<file path="src/rtl/reg_scoreboard_pkg.sv">
// Shared types and constants for the write-tracking scoreboard.
package reg_scoreboard_pkg;

  localparam int unsigned REG_IDX_W       = 2;
  localparam int unsigned DEFAULT_DEPTH   = 3;
  localparam int unsigned STAT_W          = 16;
  localparam int unsigned DEFAULT_NUM_REG = 4;

  // One in-flight instruction record
  typedef struct packed {
    logic                 writes;
    logic [REG_IDX_W-1:0] dest;
  } sb_entry_t;

endpackage

</file>
<file path="src/rtl/reg_scoreboard_sb_entry_fifo.sv">
// sb_entry_fifo: in-order record FIFO for reg_scoreboard. Exposes every slot
// with its valid bit so the parent can compare all in-flight writes at once.
// DEPTH need not be a power of two; pointers wrap explicitly.
module sb_entry_fifo
  import reg_scoreboard_pkg::*;
#(
  parameter int unsigned DEPTH = DEFAULT_DEPTH,
  localparam int unsigned PTR_W = (DEPTH > 1) ? $clog2(DEPTH) : 1,
  localparam int unsigned CNT_W = $clog2(DEPTH + 1)
) (
  input  logic                  clk,
  input  logic                  reset,
  input  logic                  push,
  input  logic                  pop,
  input  sb_entry_t             push_entry,
  output logic [DEPTH-1:0]      entry_valid,
  output sb_entry_t [DEPTH-1:0] entries,
  output logic [PTR_W-1:0]      head_ptr,
  output logic [CNT_W-1:0]      count
);

  logic [PTR_W-1:0] tail_ptr;

  function automatic logic [PTR_W-1:0] next_ptr(input logic [PTR_W-1:0] p);
    return (p == PTR_W'(DEPTH - 1)) ? '0 : p + PTR_W'(1);
  endfunction

  // Pointer, occupancy and slot update; pop clears before push so a full
  // push+pop into the same slot leaves it valid.
  always_ff @(posedge clk) begin
    if (reset) begin
      head_ptr    <= '0;
      tail_ptr    <= '0;
      count       <= '0;
      entry_valid <= '0;
      entries     <= '0;
    end else begin
      if (pop) begin
        entry_valid[head_ptr] <= 1'b0;
        head_ptr              <= next_ptr(head_ptr);
      end
      if (push) begin
        entry_valid[tail_ptr] <= 1'b1;
        entries[tail_ptr]     <= push_entry;
        tail_ptr              <= next_ptr(tail_ptr);
      end
      if (push && !pop) begin
        count <= count + CNT_W'(1);
      end else if (pop && !push) begin
        count <= count - CNT_W'(1);
      end
    end
  end

endmodule

</file>
<file path="src/rtl/reg_scoreboard.sv">
// reg_scoreboard: tracks destinations of instructions between ID->EX issue
// and WB retire, and stalls decode on a pending write the register file's
// same-cycle bypass cannot cover.
// Optional feature macro: SCOREBOARD_STATS_EN adds the stall_cycles counter.
module reg_scoreboard
  import reg_scoreboard_pkg::*;
#(
  parameter int unsigned NUM_REG = DEFAULT_NUM_REG,
  parameter int unsigned DEPTH   = DEFAULT_DEPTH
) (
  input  logic       clk,
  input  logic       reset,
  input  logic       issue_valid,
  input  logic       issue_writes,
  input  logic [1:0] issue_dest,
  input  logic [1:0] src1,
  input  logic [1:0] src2,
  input  logic       use_src1,
  input  logic       use_src2,
  input  logic       wb_retire,
  input  logic       wb_write,
  input  logic [1:0] wb_dest,
  output logic       stall,
  output logic [1:0] count,
  output logic       err
`ifdef SCOREBOARD_STATS_EN
  ,
  output logic [STAT_W-1:0] stall_cycles
`endif
);

  localparam int unsigned PTR_W = (DEPTH > 1) ? $clog2(DEPTH) : 1;
  localparam int unsigned CNT_W = $clog2(DEPTH + 1);
  localparam int unsigned IDX_W = (NUM_REG > 1) ? $clog2(NUM_REG) : 1;

  logic [DEPTH-1:0]      entry_valid;
  sb_entry_t [DEPTH-1:0] entries;
  logic [PTR_W-1:0]      head_ptr;
  logic [CNT_W-1:0]      fifo_count;
  sb_entry_t             head_entry;
  sb_entry_t             push_entry;
  logic                  fifo_empty;
  logic                  fifo_full;
  logic                  bypass;
  logic                  haz1;
  logic                  haz2;
  logic                  push;
  logic                  pop;
  logic                  err_event;

  sb_entry_fifo #(.DEPTH(DEPTH)) u_fifo (
    .clk         (clk),
    .reset       (reset),
    .push        (push),
    .pop         (pop),
    .push_entry  (push_entry),
    .entry_valid (entry_valid),
    .entries     (entries),
    .head_ptr    (head_ptr),
    .count       (fifo_count)
  );

  assign head_entry = entries[head_ptr];
  assign fifo_empty = (fifo_count == '0);
  assign fifo_full  = (fifo_count == CNT_W'(DEPTH));
  assign count      = 2'(fifo_count);
  assign push_entry = '{writes: issue_writes, dest: issue_dest};

  // Parallel source compare; the retiring head is skipped when it writes
  // this cycle since the register file forwards that value.
  always_comb begin
    haz1   = 1'b0;
    haz2   = 1'b0;
    bypass = wb_retire && wb_write && !fifo_empty;
    for (int unsigned e = 0; e < DEPTH; e++) begin
      if (entry_valid[e] && entries[e].writes &&
          !(bypass && (PTR_W'(e) == head_ptr))) begin
        if (use_src1 && (entries[e].dest[IDX_W-1:0] == src1[IDX_W-1:0])) haz1 = 1'b1;
        if (use_src2 && (entries[e].dest[IDX_W-1:0] == src2[IDX_W-1:0])) haz2 = 1'b1;
      end
    end
  end

  // Stall, accepted push/pop and protocol-error detection
  always_comb begin
    stall     = !reset && (haz1 || haz2 || (fifo_full && !wb_retire));
    push      = !reset && issue_valid && !stall;
    pop       = !reset && wb_retire && !fifo_empty;
    err_event = (issue_valid && stall) ||
                (wb_retire && fifo_empty) ||
                (wb_retire && wb_write && !fifo_empty &&
                 (!head_entry.writes || (head_entry.dest != wb_dest)));
  end

  // Sticky error flag
  always_ff @(posedge clk) begin
    if (reset) begin
      err <= 1'b0;
    end else if (err_event) begin
      err <= 1'b1;
    end
  end

`ifdef SCOREBOARD_STATS_EN
  // Saturating count of stalled cycles
  always_ff @(posedge clk) begin
    if (reset) begin
      stall_cycles <= '0;
    end else if (stall && (stall_cycles != {STAT_W{1'b1}})) begin
      stall_cycles <= stall_cycles + STAT_W'(1);
    end
  end
`endif

endmodule

</file>
<file path="config.mk">
export PLATFORM = sky130hd
export DESIGN_NAME = reg_scoreboard
export DESIGN_NICKNAME = d
export VERILOG_FILES = /design/src/rtl/reg_scoreboard_pkg.sv /design/src/rtl/reg_scoreboard_sb_entry_fifo.sv /design/src/rtl/reg_scoreboard.sv
export SDC_FILE = /design/constraint.sdc
export NUM_CORES = 1
export LEC_CHECK = 0
export BUFFER_PORTS_ARGS = -buffer_cell sky130_fd_sc_hd__clkbuf_2
export CORE_MARGIN = 1
export CORE_UTILIZATION = 40
export DETAILED_ROUTE_END_ITERATION = 12
export PLACE_DENSITY = 0.6
export SYNTH_ARGS = -nofsm -noshare
export SYNTH_HDL_FRONTEND = slang
export SYNTH_SLANG_ARGS = --single-unit
</file>
<file path="constraint.sdc">
create_clock -name clk -period 5.27 [get_ports clk]
set_input_delay 1.054 -clock clk [delete_from_list [all_inputs] [get_ports clk]]
set_output_delay 1.054 -clock clk [all_outputs]
set_load 0.02 [all_outputs]
</file>
## Word-level counts from Yosys, hierarchy flattened

Cells that the tools add are included.

- $mul: 0
- Muxes and demuxes: 28
- Bitwise logic cells: 3
- Reduce and logical (&&, ||, !) cells: 48
- Order comparisons: 4
- Equality and inequality tests: 12
- Divide/modulo/power cells: 0
- Shift operators: 0
- $add $sub $neg: 4

Operator list:

| operator | count |
|---|---|
| 1-bit logical AND | 30 |
| 3-bit two-way mux | 5 |
| 1-bit two-way mux | 14 |
| 2-bit == test | 6 |
| 1-bit logical NOT | 10 |
| 9-bit bitwise mux | 1 |
| 2-bit two-way mux | 4 |
| 2-bit by 1-bit adder with 2-bit output, second input constant | 3 |
| 3-bit binary-select mux with 2-bit select | 1 |
| 3-bit demux with 2-bit select | 1 |
| 2-bit == test, second input constant | 3 |
| 2-bit by 3-bit < comparator with 1-bit output, second input constant | 2 |
| 1-bit logical OR | 5 |
| 1-bit demux with 2-bit select | 2 |
| 2-bit by 1-bit >= comparator with 1-bit output, second input constant | 2 |
| 2-bit logical NOT | 2 |
| 3-bit bitwise AND | 1 |
| 3-bit inverter | 1 |
| 3-bit OR | 1 |
| 1-bit by 2-bit == test with 1-bit output, first input constant | 1 |
| 2-bit == test, first input constant | 1 |
| 2-bit inequality test | 1 |
| 2-bit nonzero test | 1 |
| 2-bit by 1-bit subtractor with 2-bit output, second input constant | 1 |

- Flip-flop bits (word level): 19
- Word-level logic and storage cells: 110
- Bits in latches: 0
- Bits in read-only memories: 0
- Memories: 0
- Bits in writable memories: 0
- Output and inout port bits: 4

## Logic depth before layout (Yosys ltp)

Gate-level depths: netlist of the first run.

- Word-level depth: 20
- Mapped depth: 10
- Gate-level depth less buffers: 9

## Modules after synthesis

Synthesis of the first run repeated with hierarchy kept, for this count alone.

- Cells, all modules: 122
- Area total of the unflattened synthesis: 1098.6 µm²

Modules (own cells, without submodules):

| module | cells an instance | instances | sequential area each (µm²) | area an instance (µm²) |
|---|---|---|---|---|
| sb_entry_fifo | 67 | 1 | 360.3 | 670.6 |
| reg_scoreboard | 55 | 1 | 20.0 | 427.9 |

## Worst setup path after synthesis of the first run

Ideal clock, no wire load.

- Path kind: input to output
- Start point: input src2[0]
- End point: output stall
- Stages: 5
- Arrival: 2056 ps
- Path slack: 2160 ps
- Required time: 4216 ps
- Buffers on the path: 0
- Path through: xnor2_1 > nand3_1 > a221o_1 > o2111a_1 > nor2_1

- Word-level cells in the longest chain between the ends: 11

Ends and longest elaborated chain:

| item | RTL line | text |
|---|---|---|
| start, declared | reg_scoreboard.sv:17 | `input logic [1:0] src2,` |
| 2-bit == test | reg_scoreboard.sv:79 | `if (use_src2 && (entries[e].dest[IDX_W-1:0] == src2[IDX_W-1:0])) haz2 = 1'b1;` |
| 1-bit logical AND | reg_scoreboard.sv:79 |  |
| 1-bit two-way mux | reg_scoreboard.sv:79 |  |
| 1-bit two-way mux | reg_scoreboard.sv:76 | `if (entry_valid[e] && entries[e].writes &&` |
| 1-bit two-way mux | reg_scoreboard.sv:79 |  |
| 1-bit two-way mux | reg_scoreboard.sv:76 |  |
| 1-bit two-way mux | reg_scoreboard.sv:79 |  |
| 1-bit two-way mux * | reg_scoreboard.sv:76 |  |
| 1-bit logical OR * (2 in a row) | reg_scoreboard.sv:86 | `stall = !reset && (haz1 \|\| haz2 \|\| (fifo_full && !wb_retire));` |
| 1-bit logical AND * | reg_scoreboard.sv:86 |  |
| end, declared | reg_scoreboard.sv:23 | `output logic stall,` |

Mark *: on every way between the ends. The rest lies on a longest branch, timed or not.

## Final worst setup path of the first run

Ends and elaborated chain as after synthesis.

==> results of run 1 <==
==> sequential cells by signal, indices dropped and copies added (netlist names) <==
name                cells
u_fifo.entries          9
u_fifo.entry_valid      3
u_fifo.count            2
u_fifo.head_ptr         2
u_fifo.tail_ptr         2
err                     1
==> per-layer routing <==
| layer | vias up | part of all wire (%) | global-route usage (%) |
|---|---|---|---|
| li1 | 507 | - | - |
| met1 | 451 | 50 | 22.7 |
| met2 | 14 | 47 | 26.9 |
| met3 | 2 | 2.7 | 3.51 |
| met4 | 0 | 0.83 | 6.79 |
| met5 | - | 0 | 0 |
==> cell type report <==
type	instances	area (um2)	share of cell area (%)
flip-flops and latches	19	380	29.8
clock buffers	4	26.3	2.06
multi-input cells	106	727	57.0
repair buffers	19	95.1	7.45
inverters	2	10.0	0.784
well taps	30	37.5	2.94
==> worst max-delay path: stages <==
cell      delay (ns)
clkbuf_2        0.12
xnor2_1         0.15
nand3_1         0.10
a221o_1         0.38
o2111a_1        0.16
nor2_1          0.09
clkbuf_2        0.18
==> Yosys cell counts (all sizes together) <==
library cell	instances	share of area (%)
nand2	12	4.0
and3	2	1.5
o221ai	1	0.77
ha	1	1.1
clkbuf	2	0.66
xnor2	14	11
o22ai	1	0.55
o211ai	1	1.1
o2111ai	1	2.3
nor2	9	3.0
nand3	10	4.4
inv	2	0.88
buf	2	1.1
mux2i	3	2.6
or3	1	0.55
a21oi	15	6.6
a221o	1	0.88
nand3b	1	1.8
dfxtp	19	33
a21o	1	0.66
nand4	1	1.9
o311ai	1	0.77
mux2	3	4.0
nor2b	5	2.8
o21ai	11	4.8
nand2b	4	2.2
o2111a	1	0.99
a311o	1	0.88
xor2	2	1.5
or2	2	1.1
nor3	1	0.44
==> final timing paths <==
check | end | slack (ns)
min reg2reg | u_fifo.entry_valid[1]$_SDFF_PP0_ | 0.50
max reg2reg | u_fifo.count[1]$_SDFFE_PP0P_ | 2.93
min | u_fifo.entry_valid[1]$_SDFF_PP0_ | 0.50
max | stall | 1.98
==> through the flow <==
stage / util (%) / hold WS, ns
floorplan: - / 0.436
global placement: 48.3 / 0.459
detailed placement: 48.3 / 0.470
CTS: 49.3 / 0.486
global route: 49.3 / 0.508
finish: 49.3 / 0.497
==> report_power, final <==
| group | switching (mW) | internal (mW) |
|---|---|---|
| Combinational | 0.0361 | 0.0295 |
| Clock | 0.0434 | 0.0294 |
| Sequential | 0.0144 | 0.152 |
| Total | 0.0940 | 0.211 |
==> kinds of logic after synthesis <==
group | share of synthesized area [%]
adder cells (fa/ha/maj) | 1.10
AND/OR/NAND/NOR | 23.5
XOR/XNOR | 12.3
multiplexers | 6.60
buffers and inverters | 2.64
flip-flops | 33.4
AO/OA/AOI/OAI | 20.4
==> flow_summary.json, run 1 <==
{
  "core-area_um2": 2590,
  "hold_viol_final": 0,
  "cts_sinks": 19,
  "grt_pass1_wl_mm": 4.11,
  "dieWidth_um": 55.3,
  "drt-initial-drc-count": 32,
  "min_path_cells": 2,
  "syn_inst": 131,
  "min-delay-start": "u_fifo.entry_valid[1]$_SDFF_PP0_",
  "cts_setup_buffers": 0,
  "maxCapViolCount": 0,
  "first_pass_iters": 4,
  "io_buffers": 19,
  "yosysSeqAreaShare_pct": 33.4,
  "reg2regPathDepth": 8,
  "place_ws_ns": 1.98,
  "crit_path_end_kind": "output pin",
  "postPlaceCellArea_um2": 1250,
  "avgRoutedWirePerCell_um": 14.0,
  "overflow": 0,
  "grt_setup_unrepaired": "false",
  "clock_latency_ns": 0.29,
  "synth_fp_nets": 148,
  "path_class": "in2out",
  "crit_arrival_ns": 2.24,
  "crit_fanout": 3,
  "grt_pass1_vias": 897,
  "clockBufferDepth": 2,
  "layout.cells.non_filler": 180,
  "die_h_um": 55.3,
  "period_share_pct": 62.5,
  "hold_path_class": "reg2reg",
  "max_slew.worst_pin.slew_ns": 0.623,
  "cts_max_level": 1,
  "cellLeakagePower_nw": 0.481,
  "gp_congestion": 0.803,
  "start_util_pct": 43.9,
  "wirelength_mm": 2.52,
  "status": "finished clean",
  "antenna_left": 0,
  "placed_cells": 176,
  "drive_above_1_share_pct": 22.0,
  "fin_crit_ns": 3.29,
  "vias": 974,
  "yosys_warnings": 0,
  "dieArea_um2": 3060,
  "cts_tree": "built",
  "area_growth_pct": 12.2,
  "skew_ns": 0.00954,
  "numCtsBuffers": 3,
  "startpoint_type": "input pin",
  "setup_slack_ns": 1.98,
  "fillers": 261,
  "ys_ff_latch": 19,
  "worst-endpoint-required_ns": 4.22,
  "power_mw": 0.305,
  "rows": 18,
  "grt_use_total_pct": 17.0,
  "r2r_start": "u_fifo.head_ptr[1]$_SDFFE_PP0P_",
  "pin_count": 20,
  "vias_per_cell": 5.41,
  "diodes": 0,
  "setup_viol": 0,
  "cts-hold-fix-buffers": 0,
  "root_buffer": "clkbuf_4",
  "slew_headroom_pct": 58.0,
  "drv_slew": 0,
  "crit_start": "src2[0]",
  "clk_pin_slew_ns": 0.11,
  "cts_resized": 0,
  "antenna_found_initial": 0,
  "power_density_nw_per_um2": 239,
  "hpwlAfterDp_mm": 1.97,
  "max_freq_mhz": 304,
  "finalNetCount": 168,
  "final_cell_mix": "dfxtp_1 (19), clkbuf_2 (19), a21oi_1 (15)",
  "ys_types": 34,
  "ir_drop_v": 0.000133,
  "synth_area_um2": 1140,
  "drc_errors": 0,
  "grt_max_degree": 24,
  "fin_setup_tns_ns": 0,
  "stdcell_area_um2": 1280,
  "postSynthAreaPerCell_um2": 8.68
}
(Power assumes the default switching activity.)
==> run 2: changes to the inputs <==
==> constraint.sdc (replaced) <==
create_clock -name clk -period 3.3 [get_ports clk]
set_input_delay 0.66 -clock clk [delete_from_list [all_inputs] [get_ports clk]]
set_output_delay 0.66 -clock clk [all_outputs]
set_load 0.02 [all_outputs]
==> flow_summary.json, run 2 (synthesis gave the netlist of run 1 again) <==
{
  "status": "finished clean",
  "crit_chain": "nor2b_1, nand2b_1, o2111ai_4, o2111a_1, nor2_1, clkbuf_2",
  "setup_viol": 0,
  "crit_arrival_ns": 1.88,
  "clk_pin_slew_ns": 0.11,
  "maxCapViolCount": 0,
  "grt_max_degree": 23,
  "overflow": 0,
  "diodes": 0,
  "gp_congestion": 0.790,
  "reg2regPathDepth": 8,
  "cpMaxStageDelayCell": "dfxtp_1",
  "grt_pass1_wl_mm": 4.38,
  "drive_above_1_share_pct": 23.2,
  "fillers": 250,
  "min_path_cells": 2,
  "ir_drop_v": 0.000218,
  "clock_latency_ns": 0.30,
  "dieArea_um2": 3060,
  "vias_per_cell": 5.57,
  "startpoint_type": "flip-flop",
  "crit_fanout": 10,
  "largest_reg_flops": 9,
  "wirelength_mm": 2.55,
  "fin_crit_ns": 2.54,
  "path_buf_inv": 1,
  "area_growth_pct": 13.0,
  "final_cell_mix": "dfxtp_1 (19), clkbuf_2 (19), a21oi_1 (15)",
  "rows": 18,
  "hold_path_class": "reg2reg",
  "cts_setup_buffers": 0,
  "fin_setup_tns_ns": 0,
  "reg_top3": "u_fifo.entries (9), u_fifo.entry_valid (3)",
  "die_h_um": 55.3,
  "dieWidth_um": 55.3,
  "use_met1_pct": 23.2,
  "max_freq_mhz": 393,
  "drv_slew": 0,
  "cts_max_level": 1,
  "r2r_end": "u_fifo.count[1]$_SDFFE_PP0P_",
  "power_density_nw_per_um2": 384,
  "clockBufferDepth": 2,
  "worst-endpoint-required_ns": 2.64,
  "finalNetCount": 169,
  "grt-busiest-layer": "met2",
  "numCtsBuffers": 3,
  "max_slew.worst_pin.slew_ns": 0.625,
  "start_util_pct": 43.9,
  "path_class": "reg2out",
  "grt_use_total_pct": 18.0,
  "grt_use_met3_pct": 4.45,
  "regMostFlops": "u_fifo.entries",
  "pin_count": 20,
  "skew_ns": 0.00342,
  "avgRoutedWirePerCell_um": 14.1,
  "hold_viol_final": 0,
  "place_ws_ns": 0.723,
  "antenna_left": 0,
  "crit_path_end_kind": "output pin",
  "setup_slack_ns": 0.757,
  "antenna_found_initial": 0,
  "core-area_um2": 2590,
  "drc_errors": 0,
  "cellLeakagePower_nw": 0.489,
  "grt_setup_unrepaired": "false",
  "first_pass_iters": 4,
  "vias": 1009,
  "r2r_start": "u_fifo.head_ptr[1]$_SDFFE_PP0P_",
  "cts_tree": "built",
  "grtUsageMet2_pct": 28.1,
  "period_share_pct": 77.1,
  "drt-initial-drc-count": 22,
  "min-delay-start": "u_fifo.entry_valid[1]$_SDFF_PP0_",
  "hpwlAfterDp_mm": 1.97,
  "grt_pass1_vias": 965,
  "crit_family": "flip-flops",
  "rrSetupSlack_ns": 1.00,
  "root_buffer": "clkbuf_4",
  "crit_start": "u_fifo.head_ptr[1]$_SDFFE_PP0P_",
  "critPathMaxStageDelay_ns": 0.52,
  "cts_resized": 0,
  "cts-hold-fix-buffers": 0,
  "cts_sinks": 19,
  "min_to": "u_fifo.entry_valid[1]$_SDFF_PP0_",
  "io_buffers": 19,
  "slew_headroom_pct": 57.9
}
## run 2: cell types whose count changed in the layout (fill, tap and decap cells not counted), sizes merged
cell	change
buf	+1
clkbuf	-1
clkinv	+1
## run 2: layout make-up
cell class	count	area, um2	area share (%)
inverters	2	10.0	0.779
clock buffers	3	22.5	1.75
multi-input cells	106	727	56.6
well taps	30	37.5	2.92
clock inverters	1	5.00	0.389
repair buffers	20	103	7.98
flip-flops and latches	19	380	29.6
## run 2: per-layer routing
layer | share of wire (%) | wire [um] | up-vias
li1 | - | - | 508
met1 | 49 | 1240 | 473
met2 | 45 | 1160 | 20
met3 | 2.9 | 75 | 8
met4 | 2.9 | 74 | 0
met5 | 0 | 0 | -
## run 2: per-stage QoR
stage	utilization, %	power (mW)	area, um2	hold WS (ns)	cells
final	49.6	0.494	1280	0.482	181
after global routing	49.6	0.524	1280	0.523	181
after CTS	49.6	0.498	1280	0.483	181
after detailed placement	48.6	0.377	1260	0.468	177
after global placement	48.6	0.376	1260	0.472	177
after floorplan	-	0.340	1140	0.436	131
## run 2: how the worst max path moves through the flow
stage | endpoint | slack, ns | depth (start not counted)
6_report | stall | 0.76 | 6
3_3_place_gp | u_fifo.count[1]$_SDFFE_PP0P_ | 0.78 | 9
2_1_floorplan | stall | 0.98 | 5
3_5_place_dp | u_fifo.count[1]$_SDFFE_PP0P_ | 0.72 | 9
5_1_grt | stall | 0.60 | 6
4_1_cts | stall | 0.78 | 6
## run 2: power breakdown
part           leakage [nW]  switching [mW]  internal (mW)  total (mW)
logic                 0.316          0.0588         0.0480       0.107
registers             0.155          0.0233          0.243       0.267
clock network        0.0177          0.0753         0.0452       0.121
## run 2: worst reg2reg max path, delay by kind of cell (launching register included)
kind / cells / cell delay, ns
buf+inv: 1 / 0.16
fa+ha+maj: 1 / 0.27
simple gates: 4 / 1.00
compound gates: 2 / 0.28
flops: 1 / 0.52
